==> config.mk <==
export PLATFORM = sky130hd
export DESIGN_NAME = fft_stage_sequencer
export DESIGN_NICKNAME = d
export VERILOG_FILES = /design/src/rtl/fft_seq_pkg.sv /design/src/rtl/fft_seq_bitrev.sv /design/src/rtl/fft_stage_sequencer.sv
export SDC_FILE = /design/constraint.sdc
export NUM_CORES = 1
export LEC_CHECK = 0
export ABC_AREA = 1
export ABC_CLOCK_PERIOD_IN_PS = 7000
export BUFFER_PORTS_ARGS = -buffer_cell sky130_fd_sc_hd__buf_4
export CAP_MARGIN = 20
export CORE_UTILIZATION = 45
export CTS_BUF_LIST = sky130_fd_sc_hd__clkbuf_8
export DETAILED_ROUTE_END_ITERATION = 10
export PLACE_DENSITY = 0.65
export SYNTH_ARGS = -nofsm -noshare
export SYNTH_HDL_FRONTEND = slang
export SYNTH_HIERARCHICAL = 1
export SYNTH_SLANG_ARGS = --single-unit
==> constraint.sdc <==
create_clock -name clk_i -period 7 [get_ports clk_i]
set_clock_uncertainty 0.15 [all_clocks]
set_input_delay 2.1 -clock clk_i [delete_from_list [all_inputs] [get_ports clk_i]]
set_output_delay 2.1 -clock clk_i [all_outputs]
set_load 0.05 [all_outputs]
==> src/rtl/fft_seq_pkg.sv <==
// Shared constants and helpers for the radix-2 DIT FFT stage sequencer.
// Optional bit-reverse pass is enabled by defining FFT_SEQ_BITREV_EN.
package fft_seq_pkg;

   localparam int FFT_SEQ_MIN_LOG2 = 8;

   typedef logic [2:0] state_t;

   localparam state_t ST_IDLE   = 3'd0;
   localparam state_t ST_BITREV = 3'd1;
   localparam state_t ST_ISSUE  = 3'd2;
   localparam state_t ST_DRAIN  = 3'd3;
   localparam state_t ST_DONE   = 3'd4;

   // Counter must hold the value MAX_OUTSTANDING itself, not just up to it minus one.
   function automatic int outstanding_width(input int max_out);
      return $clog2(max_out + 1);
   endfunction

endpackage

==> src/rtl/fft_seq_bitrev.sv <==
// Combinational reversal of the low len_log2 bits of an index (upper bits assumed zero).
module fft_seq_bitrev #(
   parameter int W = 12
) (
   input  logic [W-1:0] idx,
   input  logic [3:0]   len_log2,
   output logic [W-1:0] rev
);

   logic [W-1:0] mirrored;

   // Mirror all W bits, then shift the reversed L-bit field down to bit 0.
   always_comb begin
      for (int b = 0; b < W; b++) begin
         mirrored[b] = idx[W-1-b];
      end
      rev = mirrored >> (4'(W) - len_log2);
   end

endmodule

==> src/rtl/fft_stage_sequencer.sv <==
// Issues radix-2 DIT butterflies stage by stage, draining in-flight ops between stages.
// Define FFT_SEQ_BITREV_EN to prepend an in-place bit-reverse swap pass.
module fft_stage_sequencer
   import fft_seq_pkg::*;
#(
   parameter int FFT_MAX_LENGTH_LOG2 = 12,
   parameter int MAX_OUTSTANDING     = 8
) (
   input  logic                           clk_i,
   input  logic                           reset_i,
   input  logic                           start_i,
   input  logic                           abort_i,
   input  logic [3:0]                     length_log2_i,
   output logic                           bfly_valid_o,
   input  logic                           bfly_ready_i,
   output logic [FFT_MAX_LENGTH_LOG2-1:0] addr_a_o,
   output logic [FFT_MAX_LENGTH_LOG2-1:0] addr_b_o,
   output logic [FFT_MAX_LENGTH_LOG2-2:0] twiddle_idx_o,
   output logic [3:0]                     stage_o,
   output logic                           swap_o,
   input  logic                           wb_valid_i,
   input  logic                           ovf_i,
   output logic                           busy_o,
   output logic                           stage_done_o,
   output logic                           done_o,
   output logic                           error_o,
   output logic [7:0]                     scale_factor_o
);

   localparam int ADDR_W = FFT_MAX_LENGTH_LOG2;
   localparam int OUT_W  = outstanding_width(MAX_OUTSTANDING);

   state_t            state, state_nx;
   logic [ADDR_W-1:0] k, k_nx;
   logic [3:0]        stage, stage_nx, len, len_nx;
   logic [OUT_W-1:0]  outstanding, outstanding_nx;
   logic              ovf_sticky, ovf_sticky_nx;
   logic              bitrev_pass, bitrev_pass_nx;
   logic [7:0]        scale_nx;
   logic              stage_done_nx, error_nx;
   logic              issue_req, handshake, stray_wb, len_ok;
   logic [ADDR_W-1:0] stage_bit, stage_mask, pair_a, half_last, index_last;
   logic [ADDR_W-2:0] tw_idx;

`ifdef FFT_SEQ_BITREV_EN
   logic [ADDR_W-1:0] rev_idx;

   fft_seq_bitrev #(.W(ADDR_W)) u_bitrev (
      .idx      (k),
      .len_log2 (len),
      .rev      (rev_idx)
   );

   // Each swap pair is visited twice in the scan; only the lower index issues it.
   assign issue_req = (state == ST_ISSUE) || ((state == ST_BITREV) && (k < rev_idx));
`else
   assign issue_req = (state == ST_ISSUE);
`endif

   assign bfly_valid_o = issue_req && (outstanding < OUT_W'(MAX_OUTSTANDING));
   assign handshake    = bfly_valid_o && bfly_ready_i;
   assign stray_wb     = (state != ST_IDLE) && wb_valid_i && !handshake && (outstanding == '0);
   assign len_ok       = (length_log2_i >= 4'(FFT_SEQ_MIN_LOG2)) &&
                         (length_log2_i <= 4'(FFT_MAX_LENGTH_LOG2));
   assign stage_o      = stage;

   // Butterfly index math for op k of the current stage.
   always_comb begin
      stage_bit  = ADDR_W'(1'b1) << stage;
      stage_mask = stage_bit - ADDR_W'(1'b1);
      pair_a     = ((k >> stage) << (stage + 4'd1)) | (k & stage_mask);
      tw_idx     = (k[ADDR_W-2:0] & stage_mask[ADDR_W-2:0]) << (len - 4'd1 - stage);
      half_last  = (ADDR_W'(1'b1) << (len - 4'd1)) - ADDR_W'(1'b1);
      index_last = (ADDR_W'(1'b1) << len) - ADDR_W'(1'b1);
   end

   // Operand outputs; held at zero outside the issuing states.
   always_comb begin
      addr_a_o      = '0;
      addr_b_o      = '0;
      twiddle_idx_o = '0;
      swap_o        = 1'b0;
      if (state == ST_ISSUE) begin
         addr_a_o      = pair_a;
         addr_b_o      = pair_a + stage_bit;
         twiddle_idx_o = tw_idx;
      end
`ifdef FFT_SEQ_BITREV_EN
      else if (state == ST_BITREV) begin
         addr_a_o = k;
         addr_b_o = rev_idx;
         swap_o   = 1'b1;
      end
`endif
      else begin
         swap_o = 1'b0;
      end
   end

   // Next-state, counters and pulse decisions; abort overrides everything.
   always_comb begin
      state_nx       = state;
      k_nx           = k;
      stage_nx       = stage;
      len_nx         = len;
      scale_nx       = scale_factor_o;
      bitrev_pass_nx = bitrev_pass;
      stage_done_nx  = 1'b0;
      error_nx       = 1'b0;
      if (handshake && !wb_valid_i) begin
         outstanding_nx = outstanding + OUT_W'(1'b1);
      end else if (!handshake && wb_valid_i && (outstanding != '0)) begin
         outstanding_nx = outstanding - OUT_W'(1'b1);
      end else begin
         outstanding_nx = outstanding;
      end
      if ((state == ST_ISSUE) || (state == ST_DRAIN)) begin
         ovf_sticky_nx = ovf_sticky | ovf_i;
      end else begin
         ovf_sticky_nx = ovf_sticky;
      end

      case (state)
         ST_IDLE: begin
            if (start_i && len_ok) begin
               len_nx        = length_log2_i;
               scale_nx      = 8'd0;
               k_nx          = '0;
               stage_nx      = 4'd0;
               ovf_sticky_nx = 1'b0;
`ifdef FFT_SEQ_BITREV_EN
               state_nx       = ST_BITREV;
               bitrev_pass_nx = 1'b1;
`else
               state_nx       = ST_ISSUE;
`endif
            end else if (start_i) begin
               error_nx = 1'b1;
            end else begin
               state_nx = ST_IDLE;
            end
         end
`ifdef FFT_SEQ_BITREV_EN
         ST_BITREV: begin
            if (handshake || !issue_req) begin
               if (k == index_last) begin
                  state_nx = ST_DRAIN;
               end else begin
                  k_nx = k + ADDR_W'(1'b1);
               end
            end else begin
               state_nx = ST_BITREV;
            end
         end
`endif
         ST_ISSUE: begin
            if (handshake) begin
               if (k == half_last) begin
                  state_nx = ST_DRAIN;
               end else begin
                  k_nx = k + ADDR_W'(1'b1);
               end
            end else begin
               state_nx = ST_ISSUE;
            end
         end
         ST_DRAIN: begin
            if (outstanding == '0) begin
               k_nx          = '0;
               ovf_sticky_nx = 1'b0;
               if (bitrev_pass) begin
                  bitrev_pass_nx = 1'b0;
                  state_nx       = ST_ISSUE;
               end else begin
                  stage_done_nx = 1'b1;
                  if ((ovf_sticky || ovf_i) && (scale_factor_o != 8'hFF)) begin
                     scale_nx = scale_factor_o + 8'd1;
                  end else begin
                     scale_nx = scale_factor_o;
                  end
                  if (stage < (len - 4'd1)) begin
                     stage_nx = stage + 4'd1;
                     state_nx = ST_ISSUE;
                  end else begin
                     state_nx = ST_DONE;
                  end
               end
            end else begin
               state_nx = ST_DRAIN;
            end
         end
         ST_DONE: begin
            state_nx = ST_IDLE;
         end
         default: begin
            state_nx = ST_IDLE;
         end
      endcase

      if (stray_wb) begin
         state_nx       = ST_IDLE;
         error_nx       = 1'b1;
         stage_done_nx  = 1'b0;
         bitrev_pass_nx = 1'b0;
      end else begin
         error_nx = error_nx;
      end

      if (abort_i) begin
         state_nx       = ST_IDLE;
         outstanding_nx = '0;
         ovf_sticky_nx  = 1'b0;
         bitrev_pass_nx = 1'b0;
         stage_done_nx  = 1'b0;
         error_nx       = 1'b0;
      end else begin
         state_nx = state_nx;
      end
   end

   // State and registered status outputs.
   always_ff @(posedge clk_i) begin
      if (reset_i) begin
         state          <= ST_IDLE;
         k              <= '0;
         stage          <= 4'd0;
         len            <= 4'd0;
         outstanding    <= '0;
         ovf_sticky     <= 1'b0;
         bitrev_pass    <= 1'b0;
         scale_factor_o <= 8'd0;
         busy_o         <= 1'b0;
         stage_done_o   <= 1'b0;
         done_o         <= 1'b0;
         error_o        <= 1'b0;
      end else begin
         state          <= state_nx;
         k              <= k_nx;
         stage          <= stage_nx;
         len            <= len_nx;
         outstanding    <= outstanding_nx;
         ovf_sticky     <= ovf_sticky_nx;
         bitrev_pass    <= bitrev_pass_nx;
         scale_factor_o <= scale_nx;
         busy_o         <= (state_nx != ST_IDLE);
         stage_done_o   <= stage_done_nx;
         done_o         <= (state_nx == ST_DONE);
         error_o        <= error_nx;
      end
   end

endmodule

==> flow_summary.json, run 1 <==
{
  "dp.cells": 1091,
  "required_ns": 4.75,
  "ys_types": 46,
  "synth_area_um2": 5150,
  "die_h_um": 109,
  "hold_class": "flip-flop to flip-flop",
  "grt_max_degree": 29,
  "vias_per_cell": 5.20,
  "vdd_drop_max_mv": 0.168,
  "die_w_um": 109,
  "cp_max_fo": 8,
  "min_path_cells": 2,
  "ys_seq_area_share_pct": 15.5,
  "relSlewSlack_pct": 41.1,
  "reg2regPathDepth": 21,
  "rrSetupSlack_ns": 3.74,
  "worst_slew_pin_slew_ns": 0.881,
  "max_stage_delay_ns": 0.43,
  "r2r-start": "len[0]",
  "synth.avg_cell_area_um2": 5.69,
  "cts_max_level": 2,
  "clk_latency_ns": 0.29,
  "drive_above_1_share_pct": 13.0,
  "area_growth_pct": 12.9,
  "cp-end-kind": "output port",
  "dieArea_um2": 11900,
  "grt-ovfl-total": 0,
  "netlist_instances": 906,
  "hold_ws_ns": 0.352,
  "setup_violations": 0,
  "finalHoldViolCount": 0,
  "min_to": "ovf_sticky",
  "maxCapViolations": 0,
  "nFillCells": 1172,
  "rsz0062_at_grt": "false",
  "setup_tns_ns": 0,
  "grtUsageTotal_pct": 25.8,
  "yosys_warnings": 6,
  "fp-row-count": 38,
  "routedWlPerCell_um": 13.5,
  "final_antenna_net_count": 0,
  "syn_nets": 952,
  "grt_antenna_before_repair": 0,
  "cellLeakagePower_nw": 2.89,
  "fin_crit_sh_pct": 93.5,
  "gp_congestion": 0.951,
  "worstPathArrival_ns": 4.30,
  "cts_buffers": 5,
  "cts_setup_buffers": 0,
  "min_period_ns": 6.55,
  "drt_iter0_markers": 425,
  "grt_pass1_wl_um": 24200,
  "start_util_pct": 46.9,
  "wl_um": 14800,
  "hp-start": "ovf_sticky",
  "coreArea_um2": 11000,
  "cts_tree": "built",
  "ios": 64,
  "r2r-end": "k[5]",
  "cts_sinks": 40,
  "synth-edff-count": 0,
  "post-route-drc-count": 0,
  "vias": 5712,
  "slew_viol_final": 0,
  "synth_ff_type": "dfxtp_1",
  "crit_top_cell": "nand2_1",
  "cp-start-kind": "flip-flop",
  "path_clk_slew_ns": 0.08,
  "final_cell_count_no_fill": 1098,
  "cts-root-buf": "clkbuf_8",
  "antennaDiodeCount": 0,
  "status": "complete, no violations",
  "dpl.hpwl_um": 11800,
  "synth-async-reset-ratio_pct": 0,
  "synth-seq-cells": 40,
  "clock_path_buffers": 2,
  "worstSetupPathType": "flip-flop to output port",
  "place.port_buffers": 62,
  "cts_hold_buf": 0,
  "max_clock_freq_mhz": 153,
  "power_density_nw_per_um2": 126,
  "detail_route.first_pass.iterations": 5,
  "num-nets-final": 1004,
  "cp_slowest_cell": "dfxtp_1",
  "grt_pass1_vias": 4994
}
==> layer usage <==
metal  global-route usage, %  share of wire (%)
met1                    37.6                 50
met5                       0                  0
met3                    2.45                5.0
met4                    5.41                1.1
met2                    40.7                 44
==> flip-flops by register name, indices dropped and copies added, names as in the netlist <==
signal / cells
stage_done_o: 1
scale_factor_o: 8
ovf_sticky: 1
k: 12
done_o: 1
len: 4
error_o: 1
busy_o: 1
state: 3
stage_o: 4
outstanding: 4
==> power breakdown <==
group / internal (mW) / switching (mW) / leakage [nW]
clock network: 0.0675 / 0.0808 / 0.0400
registers: 0.232 / 0.00718 / 0.324
logic: 0.110 / 0.235 / 2.53
==> worst max-delay path by stage <==
stage	start	to	slack (ns)	cells after the start
final	stage_o[3]	addr_b_o[11]	0.45	25
after global routing	stage_o[3]	addr_b_o[11]	0.02	26
after CTS	stage_o[0]	addr_b_o[11]	0.16	25
after detailed placement	stage_o[0]	addr_b_o[11]	0.51	25
after global placement	stage_o[0]	addr_b_o[11]	0.54	25
after floorplan	stage_o[0]	addr_b_o[10]	0.16	27
==> Yosys cell counts, types with 4 or more instances <==
| cell | n | area, um2 |
|---|---|---|
| inv_1 | 111 | 417 |
| inv_2 | 6 | 22.5 |
| or2_2 | 5 | 31.3 |
| nor4_1 | 6 | 37.5 |
| a21oi_1 | 69 | 345 |
| o21ai_0 | 66 | 330 |
| a211oi_1 | 8 | 60.1 |
| nor2_2 | 9 | 56.3 |
| ha_1 | 32 | 400 |
| nor2_1 | 96 | 360 |
| nand2_4 | 4 | 45.0 |
| clkbuf_1 | 9 | 33.8 |
| nand2_2 | 11 | 68.8 |
| nand2_1 | 241 | 905 |
| buf_1 | 4 | 15.0 |
| o211ai_1 | 14 | 105 |
| dfxtp_1 | 40 | 801 |
| a31oi_1 | 4 | 25.0 |
| xor2_1 | 17 | 149 |
| nor2_4 | 5 | 56.3 |
| buf_2 | 9 | 45.0 |
| nor3_1 | 10 | 50.1 |
| nand3_1 | 91 | 455 |
==> metrics by stage <==
| step | instance area [um2] | power (mW) | setup slack, ns | util [%] |
|---|---|---|---|---|
| floorplan | 5160 | 0.512 | 0.159 | - |
| CTS | 5810 | 0.735 | 0.162 | 52.9 |
| global placement | 5730 | 0.584 | 0.537 | 52.2 |
| finish | 5820 | 0.732 | 0.452 | 53.0 |
| global route | 5820 | 0.793 | 0.0178 | 53.0 |
| detailed placement | 5730 | 0.583 | 0.507 | 52.2 |
==> worst max-delay path, delay by kind of cell, from the launching register on <==
kind | cells | cell delay [ns]
buffers and inverters | 4 | 0.50
adder cells (fa/ha/maj) | 2 | 0.59
AND/OR/NAND/NOR | 16 | 2.04
flip-flops | 1 | 0.43
AO/OA/AOI/OAI | 3 | 0.43
==> cell usage in the layout (no fill, tap or decap), types with 6 or more instances in the layout <==
cell type / Yosys / layout
nor2_1: 96 / 95
ha_1: 32 / 32
a21oi_1: 69 / 69
nand3_1: 91 / 91
buf_4: 1 / 72
nor2_2: 9 / 10
nand2_1: 241 / 241
nand2_2: 11 / 11
inv_1: 111 / 111
o21ai_0: 66 / 66
dfxtp_1: 40 / 39
o211ai_1: 14 / 14
xor2_1: 17 / 17
a211oi_1: 8 / 8
inv_2: 6 / 6
nor3_1: 10 / 10
nor4_1: 6 / 6
==> area by class of cell <==
class                           instances  area, um2  share of cell area [%]
Multi-Input combinational cell        720       3770                    64.8
Sequential cell                        40        805                    13.8
Timing Repair Buffer                   72        541                    9.29
Inverter                              119        447                    7.68
Tap cell                              140        175                    3.01
Clock buffer                            5       68.8                    1.18
Clock inverter                          2       12.5                   0.215
==> timing repair <==
action | CTS | global route
setup endpoints to repair | 0 | 3
endpoints found under the hold margin | 0 | 0
gates resized for setup | 0 | 2
==> kinds of logic (layout without fill, tap and decap cells) <==
| family | count (synthesis) | count (layout) | share of synthesized area, % |
|---|---|---|---|
| flip-flops | 40 | 40 | 15.5 |
| adder cells (fa/ha/maj) | 35 | 35 | 8.93 |
| other | 1 | 1 | 0.0727 |
| multiplexers | 2 | 2 | 0.388 |
| XOR/XNOR | 19 | 19 | 3.23 |
| buffers and inverters | 146 | 198 | 11.4 |
| AO/OA/AOI/OAI | 177 | 177 | 19.1 |
| AND/OR/NAND/NOR | 486 | 486 | 41.4 |
(Power assumes the default switching activity.)
==> run 2, diff against run 1 <==
--- a/config.mk
+++ b/config.mk
@@ -9,10 +9,11 @@
 export ABC_CLOCK_PERIOD_IN_PS = 7000
 export BUFFER_PORTS_ARGS = -buffer_cell sky130_fd_sc_hd__buf_4
 export CAP_MARGIN = 20
+export CORE_ASPECT_RATIO = 1.5
 export CORE_UTILIZATION = 45
 export CTS_BUF_LIST = sky130_fd_sc_hd__clkbuf_8
+export CTS_CLUSTER_SIZE = 24
 export DETAILED_ROUTE_END_ITERATION = 10
-export PLACE_DENSITY = 0.65
 export SYNTH_ARGS = -nofsm -noshare
 export SYNTH_HDL_FRONTEND = slang
 export SYNTH_HIERARCHICAL = 1
==> flow_summary.json, run 2 (same netlist as run 1, synthesis figures left out) <==
{
  "cellLeakagePower_nw": 2.87,
  "vias": 5981,
  "cp-start-kind": "flip-flop",
  "worst_slack_ns": 0.252,
  "grtUsageTotal_pct": 28.2,
  "coreArea_um2": 11100,
  "required_ns": 4.75,
  "dp_worst_setup_slack_ns": 0.525,
  "grt_max_degree": 41,
  "crit_path_start": "stage_o[0]",
  "slew_viol_final": 0,
  "worst_slew_pin_slew_ns": 1.02,
  "cts_setup_buffers": 0,
  "largest-register": "k",
  "mostFrequentLayoutCells": "nand2_1 (241), inv_1 (112), nor2_1 (95)",
  "hp-start": "ovf_sticky",
  "hold_ws_ns": 0.352,
  "die_h_um": 133,
  "cts_buffers": 5,
  "dieArea_um2": 11900,
  "area_growth_pct": 12.4,
  "r2r-start": "len[0]",
  "grt-ovfl-total": 0,
  "die_w_um": 89.4,
  "grt_pass1_wl_um": 26000,
  "clock_path_buffers": 2,
  "max_clock_freq_mhz": 148,
  "place.port_buffers": 62,
  "cp_max_fo": 40,
  "grt_pass1_vias": 5400,
  "cts-root-buf": "clkbuf_8",
  "placed_area_um2": 5700,
  "detail_route.first_pass.iterations": 7,
  "post-route-drc-count": 0,
  "start_util_pct": 46.4,
  "setup_tns_ns": 0,
  "antennaDiodeCount": 0,
  "min_period_ns": 6.75,
  "drt_iter0_markers": 260,
  "final_antenna_net_count": 0,
  "worstPathArrival_ns": 4.50,
  "routedWlPerCell_um": 15.0,
  "rsz0062_at_grt": "false",
  "rrSetupSlack_ns": 3.55,
  "grt_antenna_before_repair": 0,
  "maxCapViolations": 0,
  "dpl.hpwl_um": 13500,
  "largest_reg_flops": 12,
  "cts_tree": "built",
  "vias_per_cell": 5.44,
  "setup_violations": 0,
  "vdd_drop_max_mv": 0.150,
  "cts_hold_buf": 0,
  "reg_top3": "k (12), scale_factor_o (8)",
  "wl_um": 16500,
  "nFillCells": 1153,
  "final_common_cell": "nand2_1",
  "drive_above_1_share_pct": 12.8,
  "status": "complete, no violations",
  "dp.cells": 1093,
  "postLayoutCellArea_um2": 5790,
  "fp-row-count": 47,
  "fin_crit_sh_pct": 96.4,
  "cts_sinks": 40,
  "final_cell_count_no_fill": 1100,
  "path_clk_slew_ns": 0.08,
  "ios": 64,
  "cts_resized": 0,
  "num-nets-final": 999,
  "power_density_nw_per_um2": 128,
  "gp_congestion": 0.923,
  "finalHoldViolCount": 0,
  "clk_latency_ns": 0.30,
  "relSlewSlack_pct": 31.9,
  "cp-end-kind": "output port",
  "cts_max_level": 2,
  "hold_class": "flip-flop to flip-flop",
  "worstSetupPathType": "flip-flop to output port"
}
-- run 2: stage by stage --
stage,total power [mW],utilization (%)
detailed placement,0.594,51.3
floorplan,0.512,-
global placement,0.591,51.3
CTS,0.744,52.0
finish,0.742,52.1
global route,0.795,52.1
-- run 2: layout make-up --
type                            instances  area (um2)  share of cell area (%)
Clock inverter                          2        8.76                   0.151
Sequential cell                        40         803                    13.9
Inverter                              119         450                    7.77
Tap cell                              147         184                    3.17
Timing Repair Buffer                   67         507                    8.75
Clock buffer                            5        68.8                    1.19
Multi-Input combinational cell        720        3770                    65.1
-- run 2: worst max-delay path, cell delays in order (launching register included) --
cell	delay, ns
dfxtp_1	0.33
buf_6	0.25
ha_1	0.21
inv_1	0.08
nor2_1	0.32
inv_1	0.15
ha_1	0.28
nand2_1	0.13
nor3_4	0.07
or2_2	0.29
nand3_1	0.17
nand2_1	0.08
ha_1	0.33
nand2_1	0.08
o21a_1	0.19
nand2_1	0.09
nand2_1	0.07
nand2_1	0.06
a21oi_1	0.06
or2_2	0.28
inv_1	0.06
nor2_1	0.03
o21bai_1	0.19
nand3_1	0.11
nand2_1	0.08
nor2_2	0.03
buf_4	0.18
-- run 2: per-layer routing --
| layer | share of wire [%] | GRT usage, % | vias to the layer above |
|---|---|---|---|
| met4 | 4.1 | 11.8 | 0 |
| met2 | 54 | 53.5 | 176 |
| li1 | - | - | 3042 |
| met1 | 39 | 30.3 | 2718 |
| met5 | 0 | 0 | - |
| met3 | 3.3 | 2.93 | 45 |
-- run 2: final timing paths --
path | depth (start not counted) | end
hold reg to reg | 2 | ovf_sticky
setup / recovery | 26 | addr_b_o[11]
setup reg to reg | 21 | k[8]
hold / removal | 2 | ovf_sticky
-- run 2: report_power, final --
| group | internal, mW | switching [mW] | total (mW) |
|---|---|---|---|
| clock | 0.0664 | 0.0827 | 0.149 |
| combinational | 0.110 | 0.244 | 0.354 |
| sequential | 0.232 | 0.00705 | 0.239 |
